**config.mk**
```make
export PLATFORM = sky130hd
export DESIGN_NAME = pipe_ctrl
export DESIGN_NICKNAME = d
export VERILOG_FILES = /design/src/rtl/pipe_pkg.sv /design/src/rtl/pipe_ctrl_hazard_detect.sv /design/src/rtl/pipe_ctrl.sv
export SDC_FILE = /design/constraint.sdc
export NUM_CORES = 1
export LEC_CHECK = 0
export BUFFER_PORTS_ARGS = -buffer_cell sky130_fd_sc_hd__buf_4
export CORE_MARGIN = 4
export CORE_UTILIZATION = 45
export CTS_CLUSTER_SIZE = 12
export DETAILED_ROUTE_END_ITERATION = 10
export HOLD_SLACK_MARGIN = 0.02
export MAX_ROUTING_LAYER = met4
export PLACE_DENSITY = 0.76
export SLEW_MARGIN = 20
export SYNTH_ARGS = -nofsm -noshare
export SYNTH_HDL_FRONTEND = slang
export SYNTH_SLANG_ARGS = --single-unit
export TNS_END_PERCENT = 100
```
**constraint.sdc**
```tcl
create_clock -name clk -period 5.6 [get_ports clk]
set_clock_uncertainty 0.2 [all_clocks]
set_input_delay 1.12 -clock clk [delete_from_list [all_inputs] [get_ports clk]]
set_output_delay 1.12 -clock clk [all_outputs]
set_load 0.02 [all_outputs]
```
**src/rtl/pipe_pkg.sv**
```systemverilog
// Shared types and constants for the pipeline sequencing controller.
package pipe_pkg;

    localparam int REG_W = 5;
    localparam logic [31:0] NOP_INSN = 32'h00000013;

    typedef enum logic {
        RUN  = 1'b0,
        WAIT = 1'b1
    } state_e;

endpackage

```
**src/rtl/pipe_ctrl_hazard_detect.sv**
```systemverilog
// Load-use hazard compare between the load in EX and the sources in ID.
module hazard_detect
    import pipe_pkg::*;
(
    input  logic [REG_W-1:0] id_rs1,
    input  logic [REG_W-1:0] id_rs2,
    input  logic             id_use_rs1,
    input  logic             id_use_rs2,
    input  logic [REG_W-1:0] ex_rd,
    input  logic             ex_memtoreg,
    output logic             lu_hazard
);

    logic rs1_hit;
    logic rs2_hit;

    always_comb begin
        rs1_hit   = id_use_rs1 && (id_rs1 == ex_rd);
        rs2_hit   = id_use_rs2 && (id_rs2 == ex_rd);
        // x0 never carries a value, so a load to x0 cannot create a hazard
        lu_hazard = ex_memtoreg && (ex_rd != '0) && (rs1_hit || rs2_hit);
    end

endmodule

```
**src/rtl/pipe_ctrl.sv**
```systemverilog
// Pipeline sequencing: memory freeze, load-use bubble, redirect squash,
// stall/flush counters and sticky memory-timeout flag.
module pipe_ctrl
    import pipe_pkg::*;
#(
    parameter int TIMEOUT = 64,
    parameter int CNT_W   = 32
) (
    input  logic             clk,
    input  logic             rst,
    input  logic [4:0]       id_rs1,
    input  logic [4:0]       id_rs2,
    input  logic             id_use_rs1,
    input  logic             id_use_rs2,
    input  logic [4:0]       ex_rd,
    input  logic             ex_memtoreg,
    input  logic             ex_redirect,
    input  logic             mem_memtoreg,
    input  logic [3:0]       mem_memwrite,
    input  logic             dmem_ready,
    output logic             dmem_req,
    output logic             pc_en,
    output logic             if_id_en,
    output logic             id_ex_en,
    output logic             ex_mem_en,
    output logic             mem_wb_en,
    output logic             if_id_flush,
    output logic             id_ex_flush,
    output logic             mem_wb_bubble,
    output logic [CNT_W-1:0] stall_cnt,
    output logic [CNT_W-1:0] flush_cnt,
    output logic             mem_err
);

    localparam int WCNT_W = (TIMEOUT > 1) ? $clog2(TIMEOUT) : 1;
    localparam logic [WCNT_W-1:0] WCNT_MAX = WCNT_W'(TIMEOUT - 1);

    state_e             state_q, state_d;
    logic [WCNT_W-1:0]  wcnt_q, wcnt_d;
    logic [CNT_W-1:0]   stall_cnt_q, stall_cnt_d;
    logic [CNT_W-1:0]   flush_cnt_q, flush_cnt_d;
    logic               mem_err_q, mem_err_d;

    logic mem_op;
    logic freeze;
    logic lu_hazard;
    logic lu_stall;
    logic redir;

    hazard_detect u_hazard (
        .id_rs1      (id_rs1),
        .id_rs2      (id_rs2),
        .id_use_rs1  (id_use_rs1),
        .id_use_rs2  (id_use_rs2),
        .ex_rd       (ex_rd),
        .ex_memtoreg (ex_memtoreg),
        .lu_hazard   (lu_hazard)
    );

    always_comb begin
        mem_op   = mem_memtoreg || (mem_memwrite != '0);
        freeze   = mem_op && !dmem_ready;
        redir    = !freeze && ex_redirect;
        lu_stall = !freeze && !ex_redirect && lu_hazard;
    end

    always_comb begin
        dmem_req      = 1'b0;
        pc_en         = 1'b0;
        if_id_en      = 1'b0;
        id_ex_en      = 1'b0;
        ex_mem_en     = 1'b0;
        mem_wb_en     = 1'b0;
        if_id_flush   = 1'b0;
        id_ex_flush   = 1'b0;
        mem_wb_bubble = 1'b0;
        if (!rst) begin
            dmem_req = mem_op;
            unique case (1'b1)
                freeze: begin
                    mem_wb_bubble = 1'b1;
                end
                redir: begin
                    pc_en       = 1'b1;
                    if_id_en    = 1'b1;
                    id_ex_en    = 1'b1;
                    ex_mem_en   = 1'b1;
                    mem_wb_en   = 1'b1;
                    if_id_flush = 1'b1;
                    id_ex_flush = 1'b1;
                end
                lu_stall: begin
                    id_ex_en    = 1'b1;
                    ex_mem_en   = 1'b1;
                    mem_wb_en   = 1'b1;
                    id_ex_flush = 1'b1;
                end
                default: begin
                    pc_en     = 1'b1;
                    if_id_en  = 1'b1;
                    id_ex_en  = 1'b1;
                    ex_mem_en = 1'b1;
                    mem_wb_en = 1'b1;
                end
            endcase
        end
    end

    always_comb begin
        state_d     = state_q;
        wcnt_d      = wcnt_q;
        mem_err_d   = mem_err_q;
        stall_cnt_d = stall_cnt_q + CNT_W'(freeze || lu_stall);
        flush_cnt_d = flush_cnt_q + CNT_W'(redir);
        unique case (state_q)
            RUN: begin
                if (freeze) begin
                    state_d = WAIT;
                    wcnt_d  = '0;
                end
            end
            WAIT: begin
                if (dmem_ready) begin
                    state_d = RUN;
                    wcnt_d  = '0;
                end else if (wcnt_q == WCNT_MAX) begin
                    // Saturated: flag the hang but keep waiting
                    mem_err_d = 1'b1;
                end else begin
                    wcnt_d = wcnt_q + WCNT_W'(1);
                end
            end
            default: begin
                state_d = RUN;
                wcnt_d  = '0;
            end
        endcase
    end

    always_ff @(posedge clk or posedge rst) begin
        if (rst) begin
            state_q     <= RUN;
            wcnt_q      <= '0;
            stall_cnt_q <= '0;
            flush_cnt_q <= '0;
            mem_err_q   <= 1'b0;
        end else begin
            state_q     <= state_d;
            wcnt_q      <= wcnt_d;
            stall_cnt_q <= stall_cnt_d;
            flush_cnt_q <= flush_cnt_d;
            mem_err_q   <= mem_err_d;
        end
    end

    assign stall_cnt = stall_cnt_q;
    assign flush_cnt = flush_cnt_q;
    assign mem_err   = mem_err_q;

endmodule

```
== After elaboration in Yosys (flattened, before gate mapping) ==
Cells that the tools add are included.
Widths: inputs -> output; s select.
Word-level totals
  logic and storage cells: 52
  memory bits (writable): 0
  memories: 0
  bits in latches: 0
  output and inout port bits: 74
  flip-flop bits (word level): 72
  bits of input ports: 27
  bits in read-only memories: 0
Cells by class
  muxes and demuxes: 17
  eq/ne operators: 5
  reduce and logical (&&, ||, !) cells: 20
  $mul: 0
  $lt $le $gt $ge: 0
  add/subtract/negate cells: 3
  div/mod/pow operators: 0
  bitwise operators: 2
  shifts and indexed selects: 0
Operator list (count)
  $add 32x1->32: 2
  $mux 6: 3
  $mux 1: 12
  $pmux 6 s2: 1
  $eq 5x5->1: 2
  $logic_and 1x1->1: 8
  $add 6x1->6 const B: 1
  $eq 6x6->1 const B: 1
  $reduce_bool 5->1: 1
  $reduce_bool 4->1: 1
  $reduce_or 2->1: 2
  $logic_not 1->1: 3
  $logic_or 1x1->1: 3
  $ne 3x3->1 const B: 1
  $reduce_and 3->1: 1
  $ne 2x2->1 const B: 1
  $not 1->1: 2
  $pmux 1 s2: 1
  $reduce_and 2->1: 1

== Logic depth before layout (Yosys ltp) ==
Gate-level depths: netlist of the first run.
  word-level depth: 9
  gate-level depth with buffers: 10

== Modules after synthesis ==
Synthesis of the first run repeated with hierarchy kept, for this count alone.
Second synthesis, totals
  cell total of the unflattened synthesis: 315
  area, all modules: 3459.6 um^2
Modules (own cells, without submodules)
  pipe_ctrl: sequential area each 1801.7 um^2, cells each 298, area an instance 3325.7 um^2, instances 1
  hazard_detect: sequential area each 0.0 um^2, cells each 17, area an instance 133.9 um^2, instances 1

== Worst setup path after synthesis of the first run ==
OpenSTA, ideal clock, no wires.
  kind: in2out
  from: in rst
  to: out id_ex_flush
  setup slack: 1.162 ns
  required time: 4.280 ns
  stages on the path: 3
  buffers on the path: 0
  arrival: 3.118 ns
  path through: inv_1 nand3_1 o41ai_1
Between the ends
  word-level cells in the longest chain between the ends: 1
Ends and longest elaborated chain
  start, declared: line pipe_ctrl.sv:10  | input logic rst,
  $mux 1: line pipe_ctrl.sv:77  | if (!rst) begin
  end, declared: line pipe_ctrl.sv:28  | output logic id_ex_flush,
No other way between the ends.

== Worst setup path in the final report of the first run ==
  from: in ex_rd[3]
  to: reg stall_cnt_q[16] (netlist: stall_cnt[16])
Between the ends
  word-level cells in the longest chain between the ends: 7
  elaborated cells between the ends (all ways): 11
  classes of those cells: add/sub: 1; eq/ne: 2; reduce/logical: 8
Ends and longest elaborated chain
  start, declared: line pipe_ctrl.sv:15  | input logic [4:0] ex_rd,
  $eq 5x5->1 (on tied branches): line pipe_ctrl_hazard_detect.sv:18, pipe_ctrl_hazard_detect.sv:19
  $logic_and 1x1->1 (on tied branches): line pipe_ctrl_hazard_detect.sv:18, pipe_ctrl_hazard_detect.sv:19
  $logic_or 1x1->1: line pipe_ctrl_hazard_detect.sv:21  | lu_hazard = ex_memtoreg && (ex_rd != '0) && (rs1_hit || rs2_hit);
  $logic_and 1x1->1 *: line pipe_ctrl_hazard_detect.sv:21
  $logic_and 1x1->1 *: line pipe_ctrl.sv:64  | lu_stall = !freeze && !ex_redirect && lu_hazard;
  $logic_or 1x1->1 *: line pipe_ctrl.sv:113  | stall_cnt_d = stall_cnt_q + CNT_W'(freeze || lu_stall);
  $add 32x1->32 *: line pipe_ctrl.sv:113
  named net stall_cnt_d[16]: line pipe_ctrl.sv:40  | logic [CNT_W-1:0] stall_cnt_q, stall_cnt_d;
  end signal, assigned: line pipe_ctrl.sv:150  | stall_cnt_q <= stall_cnt_d;
  end, declared: line pipe_ctrl.sv:40
The timed path passes the listed nets; every way through them passes the cells marked *.
A chain may end at the register's enable or synchronous reset.

==> metrics.md, run 1 <==
| Metric | Value |
|---|---|
| Status | finished, final reports clean |
| Max-Cap Viols | 0 |
| WL/cell | 14.8 um |
| Remaining DRCs | 0 |
| Final Hold Viols | 0 |
| FILL cells | 619 |
| Number of nets still failing antenna checks after routing | 0 |
| Cell repeated most along the worst path | ha_1 |
| Crit Path Max Fanout | 10 |
| Fin. max-slew vios | 0 |
| Clk buf depth | 2 |
| Core area | 7330 sq um |
| Req. time, crit path | 5.62 ns |
| Setup Buffers After CTS | 0 |
| DR iter-0 viols | 65 |
| Crit share post-route | 70.3% |
| Most frequent cells in the layout | 101 x buf_4, 72 x dfrtp_1, 38 x xnor2_1 |
| First-pass GRT wire length | 12.8 mm |
| PD cells | 297 nW/um^2 |
| Pin count of the biggest net entering global routing | 73 |
| Crit path max-delay family | simple AND/OR/NAND/NOR gates |
| Crit. End Element | flip-flop |
| Detailed Route WL | 7.60 mm |
| Synth warnings | 0 |
| Global Route Usage Sum | 18.3% |
| CTS Sinks | 72 |
| Seq/Total Area, Yosys | 52.4% |
| Initial antenna violation count | 0 |
| Reg area | 1800 sq um |
| Die Y | 95.4 um |
| CTS HTree Levels | 3 |
| CTS tree | done |
| Worst path slowest cell | nor4_2 |
| Vias per inst | 5.23 |
| Commonest non-fill, non-tap cell in the layout | buf_4 |
| CP Cell Sequence | buf_4, xor2_1, nor4_1, a32oi_1, o31ai_1, ha_1, ha_1, inv_1, nor4_2, nand4_1, xnor2_1 |
| Async S/R FF share, synth | 100% |
| Unique masters post-synth | 43 |
| VDD IR-drop max | 0.169 mV |
| Mux cell area share after synthesis | 0% |
| PortBufs | 100 |
| CTS Buf Count | 9 |
| Arr. time, crit path | 3.96 ns |
| Detailed Place HPWL | 5.52 mm |
| Synth Instances | 310 |
| CTS resizes | 0 |
| Share of cells above drive strength 1 | 31.5% |
| Worst Hold Class | flip-flop to flip-flop |
| Final Cell Area | 4490 sq um |
| Simple-Gate Fraction of Synth Area | 20.6% |
| Setup tns final | 0 ns |
| Total number of vias | 2,693 |
| Worst Path Buf+Inv | 2 |
| Worst slew pin tran | 1.19 ns |
| Final WS setup | 1.66 ns |
| Die X | 95.4 um |
| # IOs | 101 |
| Tot Pwr | 1340 uW |
| Nets | 443 |
| Multi-input gate area | 1550 sq um |
| Clock latency on the worst-skew pair | 0.33 ns |
| Slew margin rel. | 20.1% |
| RSZ-0062 raised after global routing | false |
| Number of synthesized flops with an enable pin | 0 |
| Netlist Area Pre-Place | 3440 sq um |
| Vias in the first global route | 2,711 |
| Critical path launch point type | input pin |
| FP Rows | 31 |
| Setup Crit Path Kind | input pin to flip-flop |
| # hold bufs at CTS | 0 |
| Synth Area per Inst | 11.1 sq um |
| Slowest cell delay on critical path | 0.83 ns |
| Root buffer selected by CTS | clkbuf_8 |
| GRT overflow | 0 |
| Worst slack, placed | 1.34 ns |
| Synth Register Bits | 72 |
| Final Setup Violations | 0 |
| Synth Net Count | 342 |
| # diodes | 0 |
| Synth Area in XOR/XNOR | 17.8% |
| Tmin final | 3.94 ns |
| Area Overhead vs Synth | 30.7% |
| Placer Congestion | 0.778 |
| Most used DFF post-synth | dfrtp_1 |
| Leakage | 0.00220 uW |
| Starting Density | 46.9% |
| DRT Pass-1 Iters | 4 |
| Adder-cell area share of the yosys netlist | 1.82% |
| Die footprint | 9100 sq um |
| Compound-Gate Fraction of Synth Area | 4.77% |
| CTS clk-pin slew, worst paths | 0.07 ns |
| DP Area | 4260 sq um |
| Fmax | 254 MHz |
| Main combinational cell family by area after synthesis | simple AND/OR/NAND/NOR gates |
-- synthesized netlist by cell type (all sizes together) (2+ instances only) --
| library cell | count | area (sq um) |
|---|---|---|
| a21o | 3 | 22.5 |
| a21oi | 7 | 35.0 |
| a31o | 2 | 17.5 |
| and2 | 3 | 18.8 |
| and3 | 9 | 56.3 |
| and4 | 3 | 26.3 |
| buf | 7 | 47.5 |
| clkbuf | 4 | 15.0 |
| dfrtp | 72 | 1800 |
| ha | 5 | 62.6 |
| inv | 7 | 26.3 |
| nand2 | 20 | 75.1 |
| nand2b | 3 | 18.8 |
| nand3 | 29 | 155 |
| nand4 | 14 | 87.6 |
| nor2 | 11 | 41.3 |
| nor3 | 10 | 50.1 |
| nor4 | 13 | 125 |
| or4 | 3 | 26.3 |
| xnor2 | 38 | 333 |
| xor2 | 32 | 280 |
-- power breakdown --
group	total (uW)	switching, uW	internal, uW	leakage (uW)
Sequential	626	59.8	566	0.000964
Clock	463	189	274	0.000119
Combinational	246	137	109	0.00112
-- metrics by stage --
stage,util (%),hold WS [ns],cells
after global routing,61.3,0.310,515
after CTS,61.3,0.278,515
after detailed placement,58.2,0.268,499
final,61.3,0.275,515
after global placement,58.2,0.265,499
after floorplan,-,0.301,310
-- state kept, by name, summed over array words and instances, names as in the netlist --
register   count
state_q        1
wcnt_q         6
flush_cnt     32
stall_cnt     32
mem_err        1
-- logic make-up (layout without fill, tap and decap cells) --
logic type | Yosys count | in the layout
compound gates | 23 | 23
xor+xnor | 70 | 70
fa+ha+maj | 5 | 5
buf+inv | 18 | 124
flops | 72 | 72
simple gates | 122 | 122
-- metal layers --
layer | track usage (%) | share of wire, %
met5 | - | 0
met2 | 29.0 | 49
met3 | 3.63 | 6.0
met4 | 6.75 | 1.2
met1 | 23.5 | 44
-- cell type report --
cell class	instances	share of cell area, %
flip-flops and latches	72	40.1
multi-input cells	220	34.6
repair buffers	101	16.9
clock buffers	11	3.37
well taps	99	2.76
clock inverters	5	1.75
inverters	7	0.585
-- final timing paths --
check	startpoint	endpoint	slack, ns	depth (start not counted)
min reg2reg	flush_cnt[31]	flush_cnt[31]	0.27	1
min in group asynchronous	rst	flush_cnt[3]	0.91	3
max	ex_rd[3]	stall_cnt[16]	1.66	11
min	flush_cnt[31]	flush_cnt[31]	0.27	1
max reg2reg	stall_cnt[2]	stall_cnt[19]	3.09	4
max in group asynchronous	rst	wcnt_q[1]	3.74	3
-- worst reg2reg max path: stages, from the launching register on --
cell	delay, ns
dfrtp_1	0.46
nand4_1	0.26
nor4_2	1.06
nand4_1	0.23
xnor2_1	0.20
(Power assumes the default switching activity.)
==> run 2: changes to the inputs <==
Settings changed: ABC_AREA set to 1, PLACE_DENSITY 0.76 to 0.74.
Clock period 5.6 ns to 4.1 ns, I/O delays scaled along.
==> run 2 against run 1 <==
Synthesized area grew 21%. Register-to-register slack worse by 0.88 ns. Cell area increased by 17%. Hold slack improved by 0.0084 ns. Setup slack worse by 0.46 ns. Sequential cell count unchanged. Largest power group unchanged. Non-clock buffer count increased by 1.
==> metrics.md, run 2 <==
| Metric | Value |
|---|---|
| Root buffer selected by CTS | clkbuf_8 |
| Detailed Route WL | 10.9 mm |
| Synth Area per Inst | 7.30 sq um |
| Setup tns final | 0 ns |
| Seq/Total Area, Yosys | 43.2% |
| PortBufs | 100 |
| # diodes | 0 |
| Arr. time, crit path | 1.87 ns |
| Area contributors post-synth | dfrtp_1 43%, nand2_1 19%, nor2_1 7.2% |
| Final Hold Viols | 0 |
| Synth area leader | dfrtp_1 |
| Synth Net Count | 604 |
| RSZ-0062 raised after global routing | false |
| PD cells | 366 nW/um^2 |
| Remaining DRCs | 0 |
| Nets | 714 |
| Unique masters post-synth | 23 |
| Setup Crit Path Kind | input pin to output pin |
| Synth Instances | 572 |
| Max-Cap Viols | 0 |
| Worst slew pin tran | 0.532 ns |
| Clock latency on the worst-skew pair | 0.35 ns |
| Initial antenna violation count | 0 |
| Most frequent cells in the layout | 214 x nand2_1, 102 x buf_4, 80 x nor2_1 |
| Placer Congestion | 0.936 |
| Tmin final | 2.89 ns |
| Number of nets still failing antenna checks after routing | 0 |
| Most used DFF post-synth | dfrtp_1 |
| CTS clk-pin slew, worst paths | 0.08 ns |
| Fmax | 346 MHz |
| Share of cells above drive strength 1 | 19.5% |
| Fin. max-slew vios | 0 |
| Netlist Area Pre-Place | 4170 sq um |
| First-pass GRT wire length | 18.0 mm |
| # hold bufs at CTS | 0 |
| DRT Pass-1 Iters | 4 |
| Leakage | 0.00270 uW |
| Core area | 8890 sq um |
| Vias in the first global route | 3,755 |
| Vias per inst | 4.99 |
| Post-synth top cells | 214 x nand2_1, 80 x nor2_1, 72 x dfrtp_1, 66 x inv_1, 30 x xor2_1 |
| Crit Path Max Fanout | 6 |
| Global Route Usage Sum | 21.0% |
| CTS resizes | 0 |
| Worst Hold Class | flip-flop to flip-flop |
| Req. time, crit path | 3.08 ns |
| Critical path launch point type | input pin |
| Clk buf depth | 2 |
| Die footprint | 10,900 sq um |
| Crit. End Element | output pin |
| Synth warnings | 0 |
| CTS Buf Count | 9 |
| Pin count of the biggest net entering global routing | 40 |
| DP Area | 5050 sq um |
| Detailed Place HPWL | 8.78 mm |
| Die X | 104 um |
| Final Cell Area | 5270 sq um |
| Slew margin rel. | 64.3% |
| Commonest non-fill, non-tap cell in the layout | nand2_1 |
| FP Rows | 34 |
| Synth Register Bits | 72 |
| Number of synthesized flops with an enable pin | 0 |
| GRT overflow | 0 |
| Worst R2R Path Depth | 7 |
| Setup Buffers After CTS | 0 |
| Area Overhead vs Synth | 26.3% |
| DR iter-0 viols | 150 |
| Die Y | 104 um |
| Async S/R FF share, synth | 100% |
| CTS tree | done |
| Hold path cells | 1 |
| Status | finished, final reports clean |
| Count leader, synth | nand2_1 |
| CTS HTree Levels | 3 |
| Crit share post-route | 70.6% |
| Total number of vias | 3,966 |
| CTS Sinks | 72 |
| # IOs | 101 |
| Starting Density | 46.9% |
| VDD IR-drop max | 0.285 mV |
| Yosys top cell area share | 43.2% |
| WL/cell | 13.7 um |
| Final Setup Violations | 0 |
## run 2: final timing paths
path,start,to,slack (ns)
min in group asynchronous,rst,mem_err,0.42
setup reg to reg,flush_cnt[0],flush_cnt[22],2.21
max in group asynchronous,rst,stall_cnt[3],2.90
setup / recovery,mem_memwrite[3],id_ex_flush,1.21
hold / removal,mem_err,mem_err,0.28
hold reg to reg,mem_err,mem_err,0.28
## run 2: kinds of logic after synthesis
family / Yosys count / share of synthesized area, %
simple gates: 383 / 40.3
flops: 72 / 43.2
buf+inv: 70 / 6.57
xor+xnor: 37 / 7.77
compound gates: 5 / 0.660
fa+ha+maj: 5 / 1.50
## run 2: per-layer routing
metal  part of all wire, %  global-route usage, %  vias to the layer above
met4                   1.0                   5.03                        0
met3                   4.0                   4.53                       11
met2                    51                   36.3                       99
met5                     0                      -                        -
met1                    44                   25.0                     1870
li1                      -                      -                     1986
## run 2: power by group
part / internal, uW / switching [uW]
Sequential: 780 / 95.8
Combinational: 169 / 261
Clock: 360 / 263
Total: 1310 / 620
## run 2: through the flow
step	cells	worst slack, ns	util, %	total power [uW]	hold slack [ns]
4_1_cts	795	1.20	59.3	1950	0.284
5_1_grt	795	1.05	59.3	2030	0.302
6_report	795	1.21	59.3	1930	0.283
3_3_place_gp	779	1.02	56.9	1310	0.257
2_1_floorplan	572	0.539	-	1130	0.286
3_5_place_dp	779	0.930	56.9	1330	0.265
## run 2: worst max-delay path: stages
cell	delay, ns
buf_4	0.11
nor2_1	0.09
nand3b_1	0.10
nand2_1	0.18
inv_1	0.08
nor2_1	0.17
nand3_1	0.11
nand2_1	0.09
buf_4	0.14
## run 2: area by class of cell
class                   instances  area (sq um)
well taps                     108           135
clock buffers                  13           149
repair buffers                102           766
fillers                       817          3620
clock inverters                 3          65.1
flip-flops and latches         72          1800
inverters                      67           255
multi-input cells             430          2100
==> run 3: changes to the inputs <==
Settings changed: PLACE_DENSITY 0.74 to 0.77.
Clock period 4.1 ns to 2.6 ns, I/O delays scaled along.
==> run 3 against run 2 <==
Clock-buffer cell count down 2. Power up 60%. Hold slack got worse by 0.14 ns. Die area is the same. Sequential power grew 58%. Highest routed layer unchanged. Cell area grew 2.6%. Wire length increased by 0.86%.
==> metrics.md, run 3 (synthesis gave the netlist of run 2 again) <==
| Metric | Value |
|---|---|
| Fin. max-slew vios | 0 |
| PD cells | 570 nW/um^2 |
| Tot Pwr | 3080 uW |
| Arr. time, crit path | 1.60 ns |
| Critical path launch point type | input pin |
| Worst Hold Class | input pin to async pin |
| WL/cell | 13.6 um |
| Max-Cap Viols | 0 |
| Worst slew pin tran | 0.578 ns |
| Reg area | 1800 sq um |
| GRT overflow | 0 |
| Global Route Usage Sum | 21.4% |
| Commonest non-fill, non-tap cell in the layout | nand2_1 |
| RSZ-0062 raised after global routing | false |
| PortBufs | 100 |
| Setup Buffers After CTS | 0 |
| Total number of vias | 4,006 |
| DRT Pass-1 Iters | 5 |
| Final core area utilization | 60.8% |
| Multi-input gate area | 2130 sq um |
| Remaining DRCs | 0 |
| Area Overhead vs Synth | 29.5% |
| CTS clk-pin slew, worst paths | 0.08 ns |
| Req. time, crit path | 1.88 ns |
| Status | finished, final reports clean |
| Worst slack, placed | -0.0593 ns |
| Root buffer selected by CTS | clkbuf_8 |
| CTS Sinks | 72 |
| Final Setup Violations | 0 |
| Tmin final | 2.32 ns |
| # hold bufs at CTS | 0 |
| Fmax | 431 MHz |
| Clk buf depth | 2 |
| Setup Crit Path Kind | input pin to output pin |
| CTS tree | done |
| Number of nets still failing antenna checks after routing | 0 |
| Placer Congestion | 0.956 |
| Final Cell Area | 5410 sq um |
| CTS Buf Count | 9 |
| Pin count of the biggest net entering global routing | 46 |
| Final WS setup | 0.279 ns |
| Hold_ws | 0.148 ns |
| Detailed Place HPWL | 8.88 mm |
| Vias per inst | 4.96 |
| Final Hold Viols | 0 |
| CTS resizes | 0 |
| Slew margin rel. | 61.5% |
| Initial antenna violation count | 0 |
| # IOs | 101 |
| FP Rows | 34 |
| VDD IR-drop max | 0.495 mV |
| Nets | 726 |
| Share of cells above drive strength 1 | 22.0% |
| Vias in the first global route | 3,998 |
| Clock latency on the worst-skew pair | 0.34 ns |
| Leakage | 0.00277 uW |
| Crit Path Max Fanout | 2 |
| Core area | 8890 sq um |
| Starting Density | 46.9% |
| Die footprint | 10,900 sq um |
| Most frequent cells in the layout | 211 x nand2_1, 114 x buf_4, 80 x nor2_1 |
| First-pass GRT wire length | 18.7 mm |
| Crit. End Element | output pin |
| DR iter-0 viols | 202 |
| CTS HTree Levels | 3 |
| DP Area | 5180 sq um |
| FILL cells | 804 |
| Crit share post-route | 89.3% |
| Detailed Route WL | 11.0 mm |
| Die Y | 104 um |
| Die X | 104 um |
| # diodes | 0 |
## run 3: changes by cell type in the layout (fill, tap and decap cells not counted), moves of 2 or more
| cell | before | now |
|---|---|---|
| nand2_1 | 214 | 211 |
| buf_4 | 102 | 114 |
| inv_1 | 65 | 63 |
| clkinvlp_4 | 1 | 3 |
| nand2_4 | 0 | 3 |
| clkbuf_1 | 3 | 1 |
## run 3: power breakdown
part	switching [uW]	internal (uW)
combinational	426	280
sequential	147	1230
clock	436	566
## run 3: cell type report
| class | count | share of cell area, % |
|---|---|---|
| Inverter | 67 | 4.81 |
| Clock inverter | 5 | 1.48 |
| Multi-Input combinational cell | 430 | 39.4 |
| Tap cell | 108 | 2.50 |
| Clock buffer | 11 | 2.62 |
| Sequential cell | 72 | 33.3 |
| Timing Repair Buffer | 114 | 15.8 |
## run 3: final timing paths
check,from,endpoint,slack (ns),cells after the start
max in group asynchronous,rst,flush_cnt[6],1.56,3
worst max register to register,wcnt_q[0],wcnt_q[1],0.76,7
worst min-delay path,rst,stall_cnt[11],0.15,3
min in group clk,dmem_ready,wcnt_q[3],0.25,4
worst max-delay path,mem_memwrite[3],id_ex_flush,0.28,10
worst min register to register,mem_err,mem_err,0.28,1
## run 3: worst max-delay path, stage by stage
cell and delay, ns:
buf_4 0.11, nor2_1 0.09, nand3b_1 0.10, nand2_1 0.09, inv_1 0.05, nor2_1 0.15, buf_4 0.16, nand3_1 0.12
nand2_4 0.08, buf_4 0.14
## run 3: routing by layer
layer	vias to the layer above	GRT usage [%]	share of wire, %
met2	134	35.8	50
met5	-	-	0
met4	0	8.55	2.9
met1	1839	26.1	42
met3	24	3.23	4.8
li1	2009	-	-
## run 3: stage by stage
| stage | instances | TNS (ns) |
|---|---|---|
| global route | 807 | 0 |
| CTS | 807 | 0 |
| finish | 807 | 0 |
| global placement | 791 | 0 |
| detailed placement | 791 | -0.0839 |
| floorplan | 572 | -1.57 |
